## config.mk

```make
export PLATFORM = sky130hd
export DESIGN_NAME = seg7_display_ctrl
export DESIGN_NICKNAME = d
export VERILOG_FILES = /design/src/rtl/seg7_pkg.sv /design/src/rtl/seg7_decode.sv /design/src/rtl/seg7_display_ctrl.sv
export SDC_FILE = /design/constraint.sdc
export NUM_CORES = 1
export LEC_CHECK = 0
export CAP_MARGIN = 15
export CORE_MARGIN = 3
export CORE_UTILIZATION = 60
export CTS_CLUSTER_SIZE = 10
export DETAILED_ROUTE_END_ITERATION = 8
export PLACE_DENSITY_LB_ADDON = 0.05
export SLEW_MARGIN = 20
export SYNTH_ARGS = -nofsm -noshare
export SYNTH_HDL_FRONTEND = slang
export SYNTH_HIERARCHICAL = 1
export SYNTH_SLANG_ARGS = --single-unit
```

## constraint.sdc

```tcl
create_clock -name clock -period 4.4 [get_ports clock]
set_input_delay 1.1 -clock clock [delete_from_list [all_inputs] [get_ports clock]]
set_output_delay 1.1 -clock clock [all_outputs]
set_load 0.01 [all_outputs]
```

## src/rtl/seg7_pkg.sv

```systemverilog
// ---------------------------------------------------------------------------
// seg7_pkg
// Shared types, constants and the hex-to-segment glyph table for the
// seven-segment display controller.
//   status_t   : calculator status code (ok / busy / error / overflow)
//   SEG_BLANK  : all segments dark (segments are active-low)
//   SEG_A..DP  : bit positions inside a segment byte {dp,g,f,e,d,c,b,a}
//   hex_to_seg : 4-bit value -> active-low glyph with the dp segment dark
// ---------------------------------------------------------------------------
package seg7_pkg;

    typedef enum logic [1:0] {
        ST_OK   = 2'b00,
        ST_BUSY = 2'b01,
        ST_ERR  = 2'b10,
        ST_OVF  = 2'b11
    } status_t;

    localparam logic [7:0] SEG_BLANK = 8'hFF;

    localparam int SEG_A  = 0;
    localparam int SEG_B  = 1;
    localparam int SEG_C  = 2;
    localparam int SEG_D  = 3;
    localparam int SEG_E  = 4;
    localparam int SEG_F  = 5;
    localparam int SEG_G  = 6;
    localparam int SEG_DP = 7;

    // Glyphs for 0-9, A, b, C, d, E, F. A zero bit lights the segment.
    function automatic logic [7:0] hex_to_seg(input logic [3:0] value);
        logic [7:0] seg;
        case (value)
            4'h0:    seg = 8'hC0;
            4'h1:    seg = 8'hF9;
            4'h2:    seg = 8'hA4;
            4'h3:    seg = 8'hB0;
            4'h4:    seg = 8'h99;
            4'h5:    seg = 8'h92;
            4'h6:    seg = 8'h82;
            4'h7:    seg = 8'hF8;
            4'h8:    seg = 8'h80;
            4'h9:    seg = 8'h90;
            4'hA:    seg = 8'h88;
            4'hB:    seg = 8'h83;
            4'hC:    seg = 8'hC6;
            4'hD:    seg = 8'hA1;
            4'hE:    seg = 8'h86;
            default: seg = 8'h8E;
        endcase
        return seg;
    endfunction

endpackage

```

## src/rtl/seg7_decode.sv

```systemverilog
// ---------------------------------------------------------------------------
// seg7_decode
// Combinational decode of one digit into an active-low segment byte.
//   value_i : hex nibble to show
//   valid_i : 0 blanks the glyph segments
//   dp_i    : 1 lights the decimal point (independent of valid_i)
//   seg_o   : {dp,g,f,e,d,c,b,a}, 0 = segment lit
// ---------------------------------------------------------------------------
module seg7_decode
    import seg7_pkg::*;
(
    input  logic [3:0] value_i,
    input  logic       valid_i,
    input  logic       dp_i,
    output logic [7:0] seg_o
);

    always_comb begin
        seg_o         = valid_i ? hex_to_seg(value_i) : SEG_BLANK;
        seg_o[SEG_DP] = ~dp_i;
    end

endmodule

```

## src/rtl/seg7_display_ctrl.sv

```systemverilog
// ---------------------------------------------------------------------------
// seg7_display_ctrl
// Digit register file plus static and scanned seven-segment output paths.
//   clock, reset : system clock, asynchronous active-low reset
//   wr_en/wr_pos/wr_data : one nibble write per cycle, 0 = rightmost digit;
//                          positions >= NUM_DIGITS are ignored
//   clear        : blanks every digit; beats a simultaneous write
//   status       : 00 ok, 01 busy (dp on top digit), 10 error (blink),
//                  11 overflow (dp on digit 0)
//   scan_mode    : 0 drives seg_out, 1 drives scan_seg/scan_an
//   seg_out      : byte i = digit i, {dp,g,f,e,d,c,b,a}, active-low
//   scan_seg     : segment byte of the currently scanned digit
//   scan_an      : one-hot active-low anode select
// Build option: define LEADING_ZERO_BLANK_EN to blank leading zeros.
// ---------------------------------------------------------------------------
module seg7_display_ctrl
    import seg7_pkg::*;
#(
    parameter int NUM_DIGITS = 8,
    parameter int SCAN_DIV   = 50000,
    parameter int BLINK_DIV  = 12500000
) (
    input  logic                          clock,
    input  logic                          reset,
    input  logic                          wr_en,
    input  logic [$clog2(NUM_DIGITS)-1:0] wr_pos,
    input  logic [3:0]                    wr_data,
    input  logic                          clear,
    input  logic [1:0]                    status,
    input  logic                          scan_mode,
    output logic [8*NUM_DIGITS-1:0]       seg_out,
    output logic [7:0]                    scan_seg,
    output logic [NUM_DIGITS-1:0]         scan_an
);

    localparam int IDX_W   = $clog2(NUM_DIGITS);
    localparam int SCAN_W  = $clog2(SCAN_DIV);
    localparam int BLINK_W = $clog2(BLINK_DIV);

    status_t st;
    assign st = status_t'(status);

    logic [3:0]            digit_val [NUM_DIGITS];
    logic [7:0]            digit_seg [NUM_DIGITS];
    logic [NUM_DIGITS-1:0] digit_valid;
    logic [NUM_DIGITS-1:0] digit_on;
    logic [NUM_DIGITS-1:0] digit_dp;
    logic [NUM_DIGITS-1:0] lz_blank;
    logic                  blink_off;

    logic [8*NUM_DIGITS-1:0] seg_out_q, seg_out_d;
    logic [7:0]              scan_seg_q, scan_seg_d;
    logic [NUM_DIGITS-1:0]   scan_an_q, scan_an_d;
    logic [7:0]              scan_dec_seg;

    // ------------------------------------------------------------------
    // Blink timebase: free-running from reset, phase starts "on".
    // ------------------------------------------------------------------
    logic [BLINK_W-1:0] blink_cnt_q, blink_cnt_d;
    logic               blink_on_q, blink_on_d;
    logic               blink_wrap;

    always_comb begin
        blink_wrap  = (blink_cnt_q == BLINK_W'(BLINK_DIV - 1));
        blink_cnt_d = blink_wrap ? '0 : blink_cnt_q + BLINK_W'(1);
        blink_on_d  = blink_wrap ? ~blink_on_q : blink_on_q;
    end

    always_ff @(posedge clock or negedge reset) begin
        if (!reset) begin
            blink_cnt_q <= '0;
            blink_on_q  <= 1'b1;
        end else begin
            blink_cnt_q <= blink_cnt_d;
            blink_on_q  <= blink_on_d;
        end
    end

    assign blink_off = (st == ST_ERR) && !blink_on_q;

    // ------------------------------------------------------------------
    // Scan timebase: counter keeps running in static mode so switching
    // modes never restarts the walk.
    // ------------------------------------------------------------------
    logic [SCAN_W-1:0] scan_cnt_q, scan_cnt_d;
    logic [IDX_W-1:0]  scan_idx_q, scan_idx_d;
    logic              scan_wrap;

    always_comb begin
        scan_wrap  = (scan_cnt_q == SCAN_W'(SCAN_DIV - 1));
        scan_cnt_d = scan_wrap ? '0 : scan_cnt_q + SCAN_W'(1);
        scan_idx_d = scan_idx_q;
        if (scan_wrap) begin
            scan_idx_d = (scan_idx_q == IDX_W'(NUM_DIGITS - 1)) ? '0 : scan_idx_q + IDX_W'(1);
        end
    end

    always_ff @(posedge clock or negedge reset) begin
        if (!reset) begin
            scan_cnt_q <= '0;
            scan_idx_q <= '0;
        end else begin
            scan_cnt_q <= scan_cnt_d;
            scan_idx_q <= scan_idx_d;
        end
    end

    // ------------------------------------------------------------------
    // Leading-zero suppression: walk down from the top digit; zeros seen
    // before the first valid nonzero digit are blanked. Digit 0 is never
    // suppressed so a lone zero stays visible.
    // ------------------------------------------------------------------
`ifdef LEADING_ZERO_BLANK_EN
    logic lz_seen_nz;

    always_comb begin
        lz_blank   = '0;
        lz_seen_nz = 1'b0;
        for (int i = NUM_DIGITS - 1; i >= 1; i--) begin
            if (digit_valid[i] && (digit_val[i] != 4'h0)) begin
                lz_seen_nz = 1'b1;
            end
            lz_blank[i] = !lz_seen_nz;
        end
    end
`else
    assign lz_blank = '0;
`endif

    // ------------------------------------------------------------------
    // Per-digit storage, status shaping and static-path decode.
    // ------------------------------------------------------------------
    genvar gi;
    generate
        for (gi = 0; gi < NUM_DIGITS; gi++) begin : g_digit
            logic [3:0] val_q;
            logic       valid_q;
            logic       wr_hit;

            // No digit matches an out-of-range position, so such writes vanish.
            assign wr_hit = wr_en && (wr_pos == IDX_W'(gi));

            always_ff @(posedge clock or negedge reset) begin
                if (!reset) begin
                    val_q   <= 4'h0;
                    valid_q <= 1'b0;
                end else if (clear) begin
                    valid_q <= 1'b0;
                end else if (wr_hit) begin
                    val_q   <= wr_data;
                    valid_q <= 1'b1;
                end
            end

            assign digit_val[gi]   = val_q;
            assign digit_valid[gi] = valid_q;
            assign digit_on[gi]    = valid_q & ~lz_blank[gi] & ~blink_off;
            assign digit_dp[gi]    = ((gi == NUM_DIGITS - 1) && (st == ST_BUSY)) ||
                                     ((gi == 0) && (st == ST_OVF));

            seg7_decode u_decode (
                .value_i (val_q),
                .valid_i (digit_on[gi]),
                .dp_i    (digit_dp[gi]),
                .seg_o   (digit_seg[gi])
            );

            assign seg_out_d[8*gi +: 8] = scan_mode ? SEG_BLANK : digit_seg[gi];
        end
    endgenerate

    // ------------------------------------------------------------------
    // Scan path: one shared decoder fed from the digit under the index.
    // ------------------------------------------------------------------
    seg7_decode u_scan_decode (
        .value_i (digit_val[scan_idx_q]),
        .valid_i (digit_on[scan_idx_q]),
        .dp_i    (digit_dp[scan_idx_q]),
        .seg_o   (scan_dec_seg)
    );

    assign scan_seg_d = scan_mode ? scan_dec_seg : SEG_BLANK;
    assign scan_an_d  = scan_mode ? ~(NUM_DIGITS'(1) << scan_idx_q) : '1;

    // Segment and anode registers share one edge so no stale glyph shows
    // on a newly selected anode.
    always_ff @(posedge clock or negedge reset) begin
        if (!reset) begin
            seg_out_q  <= '1;
            scan_seg_q <= SEG_BLANK;
            scan_an_q  <= '1;
        end else begin
            seg_out_q  <= seg_out_d;
            scan_seg_q <= scan_seg_d;
            scan_an_q  <= scan_an_d;
        end
    end

    assign seg_out  = seg_out_q;
    assign scan_seg = scan_seg_q;
    assign scan_an  = scan_an_q;

endmodule
```

[Yosys cells after proc, flatten, opt, wreduce, memory -nomap -nowiden]
Memory sizes are Yosys's and may differ from the RTL's.
Cells that the tools add are included.
Operators by class
  add/sub/neg operators: 3
  order comparisons: 2
  equal/unequal tests: 13
  shift-type cells: 1
  multiplexer cells: 45
  bitwise operators: 16
  reductions and logical operators: 27
Operators by type and width (number)
  7-bit two-way mux: 15
  8-bit two-way mux: 4
  24-bit by 1-bit adder with 24-bit output (second input constant): 1
  24-bit == test (second input constant): 1
  24-bit two-way mux: 1
  1-bit two-way mux: 18
  16-bit by 1-bit adder with 16-bit output (second input constant): 1
  16-bit == test (second input constant): 1
  16-bit two-way mux: 1
  2-bit AND reduction: 8
  2-bit nonzero test: 8
  3-bit == test (second input constant): 5
  4-bit binary-select mux with 3-bit select: 1
  1-bit logical AND: 9
  1-bit bitwise AND: 8
  4-bit two-way mux: 2
  8-bit inverter: 1
  1-bit by 3-bit left shift with 8-bit output (first input constant): 1
  1-bit binary-select mux with 3-bit select: 2
  3-bit by 2-bit == test with 1-bit output (second input constant): 2
  1-bit inverter: 6
  2-bit == test (second input constant): 2
  4-bit >= comparator (second input constant): 1
  3-bit by 4-bit < comparator with 1-bit output (second input constant): 1
  7 further kinds: 7
Word-level totals
  bits in registers: 164
  bits in read-only memories: 1008
  input bits: 14
  output and inout bits: 80
  logic and storage cells: 139
  memories: 9
Memory list
  (no name shown): words 16, bits a word 7, rd ports 1, clocked after Yosys merged registers in 0, wr ports 0, RTL line seg7_pkg.sv:33  | case (value)
  (no name shown): words 16, bits a word 7, rd ports 1, clocked after Yosys merged registers in 0, wr ports 0, RTL line seg7_pkg.sv:33
  (no name shown): words 16, bits a word 7, rd ports 1, clocked after Yosys merged registers in 0, wr ports 0, RTL line seg7_pkg.sv:33
  (no name shown): words 16, bits a word 7, rd ports 1, clocked after Yosys merged registers in 0, wr ports 0, RTL line seg7_pkg.sv:33
  (no name shown): words 16, bits a word 7, rd ports 1, clocked after Yosys merged registers in 0, wr ports 0, RTL line seg7_pkg.sv:33
  (no name shown): words 16, bits a word 7, rd ports 1, clocked after Yosys merged registers in 0, wr ports 0, RTL line seg7_pkg.sv:33
  +3 memories

[Longest topological paths before layout]
Gate-level depths: netlist (run 1).
  depth in word-level cells: 8
  gate-level depth with buffers: 10
  mapped depth without buffers: 8

[By module]
The synthesis (run 1) kept the hierarchy.
Modules (own cells, without submodules)
  seg7_display_ctrl: times used 1, cells an instance 502, area each 6640.1 um2, sequential area each 4205.3 um2
  seg7_decode: times used 9, cells an instance 38, area each 307.8 um2, sequential area each 0.0 um2

[Worst setup path before layout (run 1)]
No wires, ideal clock.
  path kind: input -> register
  start point: in status[0]
  end point: reg seg_out_q[27] (netlist: seg_out[27])
  setup time: 58 ps
  arrival: 2412 ps
  data required time: 4342 ps
  setup slack: 1930 ps
  stages: 5
  path buffers: 0
  path through: nor3b_1 nor2b_1 and2_1 a32oi_1 or2_2
RTL lines
  start: declaration: RTL line seg7_display_ctrl.sv:29  | input logic [1:0] status,
  end signal: assignment: RTL line seg7_display_ctrl.sv:193  | seg_out_q <= seg_out_d;
  end: declaration: RTL line seg7_display_ctrl.sv:51  | logic [8*NUM_DIGITS-1:0] seg_out_q, seg_out_d;

[Worst setup path after layout (run 1)]
  start point: reg scan_idx_q[0]
  end point: reg scan_seg_q[3] (netlist: scan_seg[3])
On the way
  cells in the longest elaborated chain, start to end: 7
  elaborated cells on any way between the ends: 9
  those cells by class: mux: 7; bitwise: 1; memory: 1
Ends and longest elaborated chain
  start: declaration: RTL line seg7_display_ctrl.sv:86  | logic [IDX_W-1:0] scan_idx_q, scan_idx_d;
  start signal: assignment: RTL line seg7_display_ctrl.sv:104  | scan_idx_q <= scan_idx_d;
  3-bit inverter with 4-bit output (not written as such): RTL line seg7_display_ctrl.sv:176  | .value_i (digit_val[scan_idx_q]),
  4-bit binary-select mux with 3-bit select: RTL line seg7_display_ctrl.sv:176
  4-bit two-way mux (not written as such) (2 in series): RTL line seg7_display_ctrl.sv:176
  memory 16 x 7 bit
  7-bit two-way mux (*): RTL line seg7_decode.sv:19  | seg_o = valid_i ? hex_to_seg(value_i) : SEG_BLANK;
  named net scan_dec_seg[3]: RTL line seg7_display_ctrl.sv:54  | logic [7:0] scan_dec_seg;
  8-bit two-way mux (*): RTL line seg7_display_ctrl.sv:182  | assign scan_seg_d = scan_mode ? scan_dec_seg : SEG_BLANK;
  named net scan_seg_d[3]: RTL line seg7_display_ctrl.sv:52  | logic [7:0] scan_seg_q, scan_seg_d;
  end signal: assignment: RTL line seg7_display_ctrl.sv:194  | scan_seg_q <= scan_seg_d;
  end: declaration: RTL line seg7_display_ctrl.sv:52
Mark *: on every way through the listed nets, which the timed path passes. The rest lies on a longest branch. The select of a mux whose other input is x is not followed.
A chain may end at the register's enable or synchronous reset.

==> impl_results.html, run 1 <==
<table>
<tr><th>Metric</th><th>Value</th></tr>
<tr><th colspan="2">Placement</th></tr>
<tr><td>Placer's final routability congestion estimate</td><td>about 0.86</td></tr>
<tr><td>Total half-perimeter wirelength after legalization and detailed placement</td><td>between 10000 and 15000 um</td></tr>
<tr><td>Placement Cell Area</td><td>around 10000 um2</td></tr>
<tr><td>Count of input and output buffers</td><td>between 90 and 100</td></tr>
<tr><th colspan="2">Floorplanning</th></tr>
<tr><td>Initial Utilization</td><td>61.7%</td></tr>
<tr><td>Num ports</td><td>94</td></tr>
<tr><td>Core Footprint</td><td>15300 um2</td></tr>
<tr><td>Die span in y</td><td>between 100 and 150 um</td></tr>
<tr><td>Die Footprint</td><td>17200 um2</td></tr>
<tr><td>Total number of placement rows</td><td>45</td></tr>
<tr><td>Die boundary width</td><td>131 um</td></tr>
<tr><th colspan="2">Clocking</th></tr>
<tr><td>Buffer type at the clock tree root</td><td>clkbuf_16</td></tr>
<tr><td>Clock H-tree levels</td><td>4</td></tr>
<tr><td>Post CTS Setup Buffer Count</td><td>0</td></tr>
<tr><td>Maximum root-to-sink buffer count</td><td>2</td></tr>
<tr><td>CTS clk-pin slew, worst paths</td><td>approximately 60 ps</td></tr>
<tr><td>Clock sinks</td><td>164</td></tr>
<tr><td>Worst-skew pair later-pin latency</td><td>430 ps</td></tr>
<tr><td>Clock buffer count from CTS</td><td>17</td></tr>
<tr><td>Number of buffers added to fix hold violations after cts</td><td>0</td></tr>
<tr><td>TritonCTS clock tree</td><td>done</td></tr>
<tr><td>Number of gates resized after cts</td><td>0</td></tr>
<tr><th colspan="2">Layout</th></tr>
<tr><td>Post-route standard cell area excluding fillers</td><td>11000 um2</td></tr>
<tr><td>Post-layout nets</td><td>between 1000 and 1500</td></tr>
<tr><td>P&amp;R area growth vs syn</td><td>17.0%</td></tr>
<tr><td>Ratio of cells with drive above 1 in the final layout</td><td>about 27%</td></tr>
<tr><td>Number of diodes</td><td>0</td></tr>
<tr><th colspan="2">Global routing</th></tr>
<tr><td>Global Route met3 Usage</td><td>about 6.3%</td></tr>
<tr><td>Met2 capacity usage during global routing</td><td>38.0%</td></tr>
<tr><td>Grt ovf</td><td>0</td></tr>
<tr><td>Layer carrying the most global-route usage</td><td>met2</td></tr>
<tr><td>Vias in the first global route</td><td>roughly 6600</td></tr>
<tr><td>Maximum number of pins on one net before global-route repair</td><td>87</td></tr>
<tr><td>Initial antenna violation count</td><td>0</td></tr>
<tr><td>Met1 track utilization from global routing</td><td>~30%</td></tr>
<tr><td>Total routing usage reported by global routing</td><td>roughly 23%</td></tr>
<tr><td>First-pass GRT wire length</td><td>approximately 33000 um</td></tr>
<tr><th colspan="2">Power and ir drop</th></tr>
<tr><td>Total power divided by cell area</td><td>between 300 and 400 nW/um2</td></tr>
<tr><td>Lkg Pwr</td><td>around 0.0046 uW</td></tr>
<tr><td>VDD IR max</td><td>between 200 and 300 uV</td></tr>
<tr><th colspan="2">Synth</th></tr>
<tr><td>Ranking of synthesized cells by instance count</td><td>dfrtp_1, dfstp_2, or2_2, ha_1, inv_1</td></tr>
<tr><td>Number of storage elements in the synthesis netlist</td><td>164</td></tr>
<tr><td>Synthesized netlist cell count</td><td>roughly 840</td></tr>
<tr><td>Number of enable flip-flop cells after synthesis</td><td>0</td></tr>
<tr><td>Post-synth ARST share</td><td>100%</td></tr>
<tr><td>Area contributors post-synth</td><td>dfstp_2, dfrtp_1, ha_1</td></tr>
<tr><td>Post-synthesis cell type count</td><td>48</td></tr>
<tr><td>Sequential share of the synthesized area</td><td>between 40% and 50%</td></tr>
<tr><td>Warning count from the yosys run</td><td>6</td></tr>
<tr><td>Mapped cell area</td><td>between 9000 and 10000 um2</td></tr>
<tr><td>Cell type with the largest total area after synthesis</td><td>dfstp_2</td></tr>
<tr><td>Yosys top cell area share</td><td>a little under a quarter</td></tr>
<tr><td>Cell with the most instances after synthesis</td><td>dfrtp_1</td></tr>
<tr><td>Mean instance size in the synthesized netlist</td><td>11.1 um2</td></tr>
<tr><td>Most common flop cell mapped by yosys</td><td>dfrtp_1</td></tr>
<tr><th colspan="2">Worst setup path</th></tr>
<tr><td>Startpoint of the lowest-slack register-to-register path</td><td>scan_idx_q[0]</td></tr>
<tr><td>Type of the worst setup path</td><td>register to register</td></tr>
<tr><td>Beginning of the critical path</td><td>scan_idx_q[0]</td></tr>
<tr><td>Worst path arrival time</td><td>roughly 3200 ps</td></tr>
<tr><td>Setup crit start kind</td><td>register</td></tr>
<tr><td>Data required time at the worst endpoint</td><td>about 4800 ps</td></tr>
<tr><td>Endpoint type of the worst setup path</td><td>register</td></tr>
<tr><td>Critical-path maximum fanout</td><td>15</td></tr>
<tr><th colspan="2">Timing</th></tr>
<tr><td>Headroom to the max-slew limit</td><td>between 40% and 50%</td></tr>
<tr><td># setup viols final</td><td>0</td></tr>
<tr><td>Final number of hold-violating endpoints</td><td>0</td></tr>
<tr><td>Transition time of the tightest slew-check pin</td><td>864 ps</td></tr>
<tr><td>Fmax</td><td>between 300 and 400 MHz</td></tr>
<tr><td>Setup repair after global routing missed its margin</td><td>false</td></tr>
<tr><td>Final sum of negative setup slack</td><td>0 ps</td></tr>
<tr><td>Final number of max-transition violations</td><td>0</td></tr>
<tr><td>Final period util</td><td>roughly two thirds</td></tr>
<tr><td>Final period demand of the worst path</td><td>between 2000 and 3000 ps</td></tr>
<tr><td>Max Clock Skew</td><td>around 11 ps</td></tr>
<tr><th colspan="2">Run status</th></tr>
<tr><td>Status</td><td>complete, no violations</td></tr>
<tr><th colspan="2">Min path</th></tr>
<tr><td>Hold/Removal Path Class</td><td>register to register</td></tr>
<tr><td>Worst Min Path Start</td><td>scan_cnt_q[13]</td></tr>
<tr><th colspan="2">Route</th></tr>
<tr><td>Number of antenna-violating nets in the routed design</td><td>0</td></tr>
<tr><td>Initial detailed-routing violation count</td><td>approximately 560</td></tr>
<tr><td>Number of remaining DRC errors</td><td>0</td></tr>
<tr><td>Vias after detailed routing</td><td>between 6000 and 7000</td></tr>
<tr><td>Detailed-router iteration count before antenna repair</td><td>5</td></tr>
<tr><td>Post-Route WL</td><td>about 19000 um</td></tr>
<tr><td>Average wire per standard cell</td><td>roughly 17 um</td></tr>
<tr><td>Detail-routed via count per cell</td><td>5.62</td></tr>
<tr><th colspan="2">Job</th></tr>
<tr><td>Maximum capacitance violations</td><td>0</td></tr>
</table>
==> area by class of cell <==
cell class	count	area, um2
Inverter	56	210
Fill cell	1109	4240
Timing Repair Buffer	96	965
Clock inverter	15	159
Tap cell	211	264
Sequential cell	164	4210
Multi-Input combinational cell	593	4790
Clock buffer	17	425
==> sequential cells by signal (all words and copies together) (netlist names) <==
| signal | cells |
|---|---|
| scan_an | 8 |
| scan_seg | 8 |
| scan_cnt_q | 16 |
| g_digit.valid_q | 8 |
| blink_cnt_q | 24 |
| g_digit.val_q | 32 |
| seg_out | 64 |
| scan_idx_q | 3 |
| blink_on_q | 1 |
==> power by group <==
part / internal (uW) / leakage, uW / switching, uW / total [uW]
Combinational: 387 / 0.00241 / 409 / 796
Sequential: 1610 / 0.00193 / 250 / 1860
Clock: 839 / 0.000275 / 620 / 1460
==> per-stage QoR <==
step                      hold WS [ps]  setup WS [ps]  power [uW]  utilization [%]  cells
after floorplan                    451           1930        2440                -    849
after global placement             472           1380        2610             68.3   1120
after detailed placement           487           1320        2660             68.3   1120
after CTS                          498           1500        4150             72.2   1152
after global routing               522           1340        4340             72.2   1152
final                              499           1550        4110             72.2   1152
==> layer usage <==
metal	part of all wire [%]	wire length (um)
met5	0	0
met2	50	9530
met4	1.4	260
met1	45	8570
met3	4.6	887
==> cells in the final DEF, fill, tap and decap left out, types with 4 or more instances in the layout <==
cell | netlist | layout
nand3_1 | 34 | 34
mux2_2 | 33 | 33
nand2_1 | 35 | 35
a32oi_1 | 18 | 18
xor2_1 | 23 | 23
o21ai_0 | 6 | 6
nand3b_1 | 14 | 14
clkbuf_16 | 0 | 17
clkinvlp_4 | 0 | 4
dfstp_2 | 81 | 81
o311ai_1 | 9 | 9
o221ai_2 | 9 | 9
and3_1 | 7 | 7
nand4_1 | 10 | 10
conb_1 | 1 | 6
clkinv_4 | 0 | 4
mux2i_1 | 47 | 47
dfrtp_1 | 83 | 83
or2_2 | 73 | 73
nor3_1 | 4 | 4
o31a_1 | 18 | 18
ha_1 | 71 | 71
inv_1 | 56 | 56
nor2_1 | 42 | 42
a21o_1 | 4 | 4
xnor2_1 | 12 | 12
clkdlybuf4s50_1 | 0 | 91
nor3b_1 | 4 | 4
o311ai_0 | 9 | 9
and2_1 | 19 | 19
o21ai_1 | 18 | 18
nand2b_1 | 27 | 27
nor2b_1 | 16 | 16
mux4_2 | 10 | 10
==> final timing paths <==
kind | to | slack (ps) | cells after the start
setup / recovery | scan_seg[3] | 1550 | 8
hold / removal | scan_cnt_q[13] | 500 | 1
setup reg to reg | scan_seg[3] | 1550 | 8
hold reg to reg | scan_cnt_q[13] | 500 | 1
max in group asynchronous | seg_out[57] | 2770 | 2
min in group asynchronous | blink_cnt_q[14] | 760 | 1
==> worst max-delay path, stage by stage, from the launching register on <==
cell,delay (ps)
dfrtp_1,880
mux4_2,620
nand2_1,90
nand2_1,150
inv_1,180
ha_1,260
or2_2,310
a32oi_1,160
nand2b_1,130
==> kinds of logic after synthesis <==
| group | after synthesis | share of synthesized area (%) |
|---|---|---|
| DFF | 164 | 44.7 |
| and+or+nand+nor | 298 | 18.4 |
| AOI/OAI and AO/OA | 93 | 8.19 |
| muxes | 90 | 11.3 |
| buffers and inverters | 92 | 4.65 |
| xor gates and xnor gates | 35 | 3.26 |
| adders and majority gates | 71 | 9.44 |
| other | 1 | 0.0399 |
Power figures use the tool's default switching activity.
==> run 2, diff against run 1 <==
--- a/config.mk
+++ b/config.mk
@@ -7,7 +7,7 @@
 export LEC_CHECK = 0
 export CAP_MARGIN = 15
 export CORE_MARGIN = 3
-export CORE_UTILIZATION = 60
+export CORE_UTILIZATION = 58
 export CTS_CLUSTER_SIZE = 10
 export DETAILED_ROUTE_END_ITERATION = 8
 export PLACE_DENSITY_LB_ADDON = 0.05
==> constraint.sdc (replaced) <==
create_clock -name clock -period 2.7 [get_ports clock]
set_input_delay 0.675 -clock clock [delete_from_list [all_inputs] [get_ports clock]]
set_output_delay 0.675 -clock clock [all_outputs]
set_load 0.01 [all_outputs]
==> impl_results.html, run 2 (same netlist as run 1, synthesis figures left out) <==
<table>
<tr><th>Metric</th><th>Value</th></tr>
<tr><th colspan="2">Run status</th></tr>
<tr><td>Status</td><td>complete, no violations</td></tr>
<tr><th colspan="2">Power and ir drop</th></tr>
<tr><td>Part of the total power dissipated in sequential elements</td><td>approximately 42%</td></tr>
<tr><td>Clock group share of total power</td><td>a little over a third</td></tr>
<tr><td>Combinational cell fraction of total power</td><td>between 20% and 30%</td></tr>
<tr><td>Net switching fraction of the power</td><td>32.6%</td></tr>
<tr><td>Lkg Pwr</td><td>roughly 0.0048 uW</td></tr>
<tr><td>VDD IR max</td><td>around 490 uV</td></tr>
<tr><td>Net load switching power</td><td>about 2200 uW</td></tr>
<tr><td>Total power divided by cell area</td><td>600 nW/um2</td></tr>
<tr><td>Internal Pwr Total</td><td>about 4600 uW</td></tr>
<tr><th colspan="2">Route</th></tr>
<tr><td>Detailed-router iteration count before antenna repair</td><td>5</td></tr>
<tr><td>Initial detailed-routing violation count</td><td>351</td></tr>
<tr><td>Detail-routed via count per cell</td><td>~5.5</td></tr>
<tr><td>Number of antenna-violating nets in the routed design</td><td>0</td></tr>
<tr><td>Average wire per standard cell</td><td>~17 um</td></tr>
<tr><td>Post-Route WL</td><td>19500 um</td></tr>
<tr><td>Vias after detailed routing</td><td>around 6500</td></tr>
<tr><td>Number of remaining DRC errors</td><td>0</td></tr>
<tr><th colspan="2">Global routing</th></tr>
<tr><td>Layer carrying the most global-route usage</td><td>met2</td></tr>
<tr><td>Global Route met3 Usage</td><td>a little over 4%</td></tr>
<tr><td>Initial antenna violation count</td><td>0</td></tr>
<tr><td>Maximum number of pins on one net before global-route repair</td><td>81</td></tr>
<tr><td>Total routing usage reported by global routing</td><td>~23%</td></tr>
<tr><td>Vias in the first global route</td><td>between 6000 and 7000</td></tr>
<tr><td>Met2 capacity usage during global routing</td><td>a little under 40%</td></tr>
<tr><td>First-pass GRT wire length</td><td>approximately 33000 um</td></tr>
<tr><td>Met1 track utilization from global routing</td><td>between 20 and 30%</td></tr>
<tr><td>Grt ovf</td><td>0</td></tr>
<tr><th colspan="2">Clocking</th></tr>
<tr><td>Maximum root-to-sink buffer count</td><td>2</td></tr>
<tr><td>Buffer type at the clock tree root</td><td>clkbuf_16</td></tr>
<tr><td>Worst-skew pair later-pin latency</td><td>430 ps</td></tr>
<tr><td>Clock buffer count from CTS</td><td>17</td></tr>
<tr><td>Number of buffers added to fix hold violations after cts</td><td>0</td></tr>
<tr><td>TritonCTS clock tree</td><td>done</td></tr>
<tr><td>Clock H-tree levels</td><td>4</td></tr>
<tr><td>CTS clk-pin slew, worst paths</td><td>roughly 70 ps</td></tr>
<tr><td>Post CTS Setup Buffer Count</td><td>0</td></tr>
<tr><td>Clock sinks</td><td>approximately 160</td></tr>
<tr><td>Number of gates resized after cts</td><td>0</td></tr>
<tr><th colspan="2">Worst setup path</th></tr>
<tr><td>Type of the worst setup path</td><td>register to register</td></tr>
<tr><td>Depth of the most critical reg-to-reg path</td><td>8</td></tr>
<tr><td>Endpoint type of the worst setup path</td><td>register</td></tr>
<tr><td>Setup crit start kind</td><td>register</td></tr>
<tr><td>Sum of buffers and inverters on the critical path</td><td>1</td></tr>
<tr><td>Delay contributed by the slowest stage of the critical path</td><td>between 600 and 700 ps</td></tr>
<tr><td>Critical-path maximum fanout</td><td>11</td></tr>
<tr><td>Most used cell along the critical path</td><td>nand2_1</td></tr>
<tr><td>Worst R2R Setup Slack</td><td>280 ps</td></tr>
<tr><td>Slowest CP cell</td><td>dfrtp_1</td></tr>
<tr><td>Top delay family on crit path</td><td>flip-flops</td></tr>
<tr><td>Startpoint of the lowest-slack register-to-register path</td><td>scan_idx_q[1]</td></tr>
<tr><td>Capture instance of the worst register-to-register path</td><td>scan_seg[3]</td></tr>
<tr><td>Data required time at the worst endpoint</td><td>3060 ps</td></tr>
<tr><td>Cells traversed along the worst timing path</td><td>mux4_2, nand2_1, nand2_1, inv_1, ha_1, or2_2, a32oi_1, nand2b_1</td></tr>
<tr><td>Worst path arrival time</td><td>~2800 ps</td></tr>
<tr><th colspan="2">Timing</th></tr>
<tr><td>Transition time of the tightest slew-check pin</td><td>slightly above 700 ps</td></tr>
<tr><td>Final number of max-transition violations</td><td>0</td></tr>
<tr><td>Max Clock Skew</td><td>10.5 ps</td></tr>
<tr><td>Final period util</td><td>89.7%</td></tr>
<tr><td>Final worst-path setup slack</td><td>roughly 280 ps</td></tr>
<tr><td>Final sum of negative setup slack</td><td>0 ps</td></tr>
<tr><td>Final period demand of the worst path</td><td>roughly 2400 ps</td></tr>
<tr><td>Headroom to the max-slew limit</td><td>roughly 52%</td></tr>
<tr><td>Final number of hold-violating endpoints</td><td>0</td></tr>
<tr><td>Setup repair after global routing missed its margin</td><td>false</td></tr>
<tr><td># setup viols final</td><td>0</td></tr>
<tr><td>Fmax</td><td>between 400 and 500 MHz</td></tr>
<tr><th colspan="2">Min path</th></tr>
<tr><td>Hold path depth</td><td>1</td></tr>
<tr><td>Worst Min Path Start</td><td>blink_cnt_q[0]</td></tr>
<tr><td>Hold/Removal Path Class</td><td>register to register</td></tr>
<tr><td>Hold Crit Endpoint</td><td>blink_cnt_q[0]</td></tr>
<tr><th colspan="2">Floorplanning</th></tr>
<tr><td>Die span in y</td><td>roughly 130 um</td></tr>
<tr><td>Die Footprint</td><td>about 18000 um2</td></tr>
<tr><td>Core Footprint</td><td>approximately 16000 um2</td></tr>
<tr><td>Die boundary width</td><td>133 um</td></tr>
<tr><td>Initial Utilization</td><td>60.6%</td></tr>
<tr><td>Num ports</td><td>94</td></tr>
<tr><td>Total number of placement rows</td><td>between 40 and 50</td></tr>
<tr><th colspan="2">Placement</th></tr>
<tr><td>Setup slack at placement</td><td>roughly 35 ps</td></tr>
<tr><td>Count of input and output buffers</td><td>93</td></tr>
<tr><td>Placer's final routability congestion estimate</td><td>0.904</td></tr>
<tr><td>Total half-perimeter wirelength after legalization and detailed placement</td><td>13900 um</td></tr>
<tr><td>Number of placed cells counting well taps</td><td>between 1000 and 1500</td></tr>
<tr><th colspan="2">Layout</th></tr>
<tr><td>Largest register FFs</td><td>64</td></tr>
<tr><td>Most common cell after layout, fill and taps aside</td><td>clkdlybuf4s50_1</td></tr>
<tr><td>Post-layout nets</td><td>1042</td></tr>
<tr><td>Number of diodes</td><td>0</td></tr>
<tr><td>Area of combinational cells with multiple inputs</td><td>approximately 4800 um2</td></tr>
<tr><td>Count of fill cells added during filler insertion</td><td>1123</td></tr>
<tr><td>Leading cell types in the layout, fill and taps excluded</td><td>clkdlybuf4s50_1, dfrtp_1, dfstp_2</td></tr>
<tr><td>P&amp;R area growth vs syn</td><td>19.6%</td></tr>
<tr><td>FF+latch area</td><td>~4200 um2</td></tr>
<tr><td>Ratio of cells with drive above 1 in the final layout</td><td>29.1%</td></tr>
<tr><td>Non-filler cells, final</td><td>approximately 1200</td></tr>
<tr><th colspan="2">Job</th></tr>
<tr><td>Maximum capacitance violations</td><td>0</td></tr>
</table>
[run 2: worst max-delay path by stage]
| stage | endpoint | cells past startpoint | start | slack, ps |
|---|---|---|---|---|
| finish | scan_seg[3] | 8 | scan_idx_q[1] | 280 |
| global route | scan_seg[3] | 7 | scan_idx_q[1] | 110 |
| CTS | scan_seg[3] | 8 | scan_idx_q[1] | 290 |
| detailed placement | seg_out[40] | 7 | status[1] | 40 |
| global placement | seg_out[61] | 8 | status[1] | 160 |
| floorplan | scan_seg[3] | 9 | scan_idx_q[0] | 270 |
[run 2: power by group through the flow]
stage | sequential [uW] | combinational, uW | clock (uW)
after floorplan | 2840 | 1140 | 0
after global placement | 2870 | 1450 | 0
after detailed placement | 2890 | 1520 | 0
after CTS | 2850 | 1540 | 2410
after global routing | 2880 | 1720 | 2520
final | 2860 | 1540 | 2350
[run 2: through the flow]
step	cell area (um2)	hold WS (ps)	util, %	total power, uW
2_1_floorplan	9430	379	-	3970
3_3_place_gp	10700	467	68.7	4330
3_5_place_dp	10700	479	68.7	4410
4_1_cts	11300	489	72.4	6800
5_1_grt	11300	499	72.4	7130
6_report	11300	485	72.4	6760
[run 2: cell type report]
class | count | area share, %
multi-input combinational | 593 | 42.5
sequential | 164 | 37.4
timing repair buffer | 125 | 10.7
clock buffer | 17 | 3.78
inverter | 56 | 1.87
clock inverter | 15 | 1.39
tap | 211 | 2.35
[run 2: layer usage]
layer  share of wire, %  wire length, um
met5                  0                0
met4                1.5              295
met3                3.4              664
met2                 50             9700
met1                 45             8890
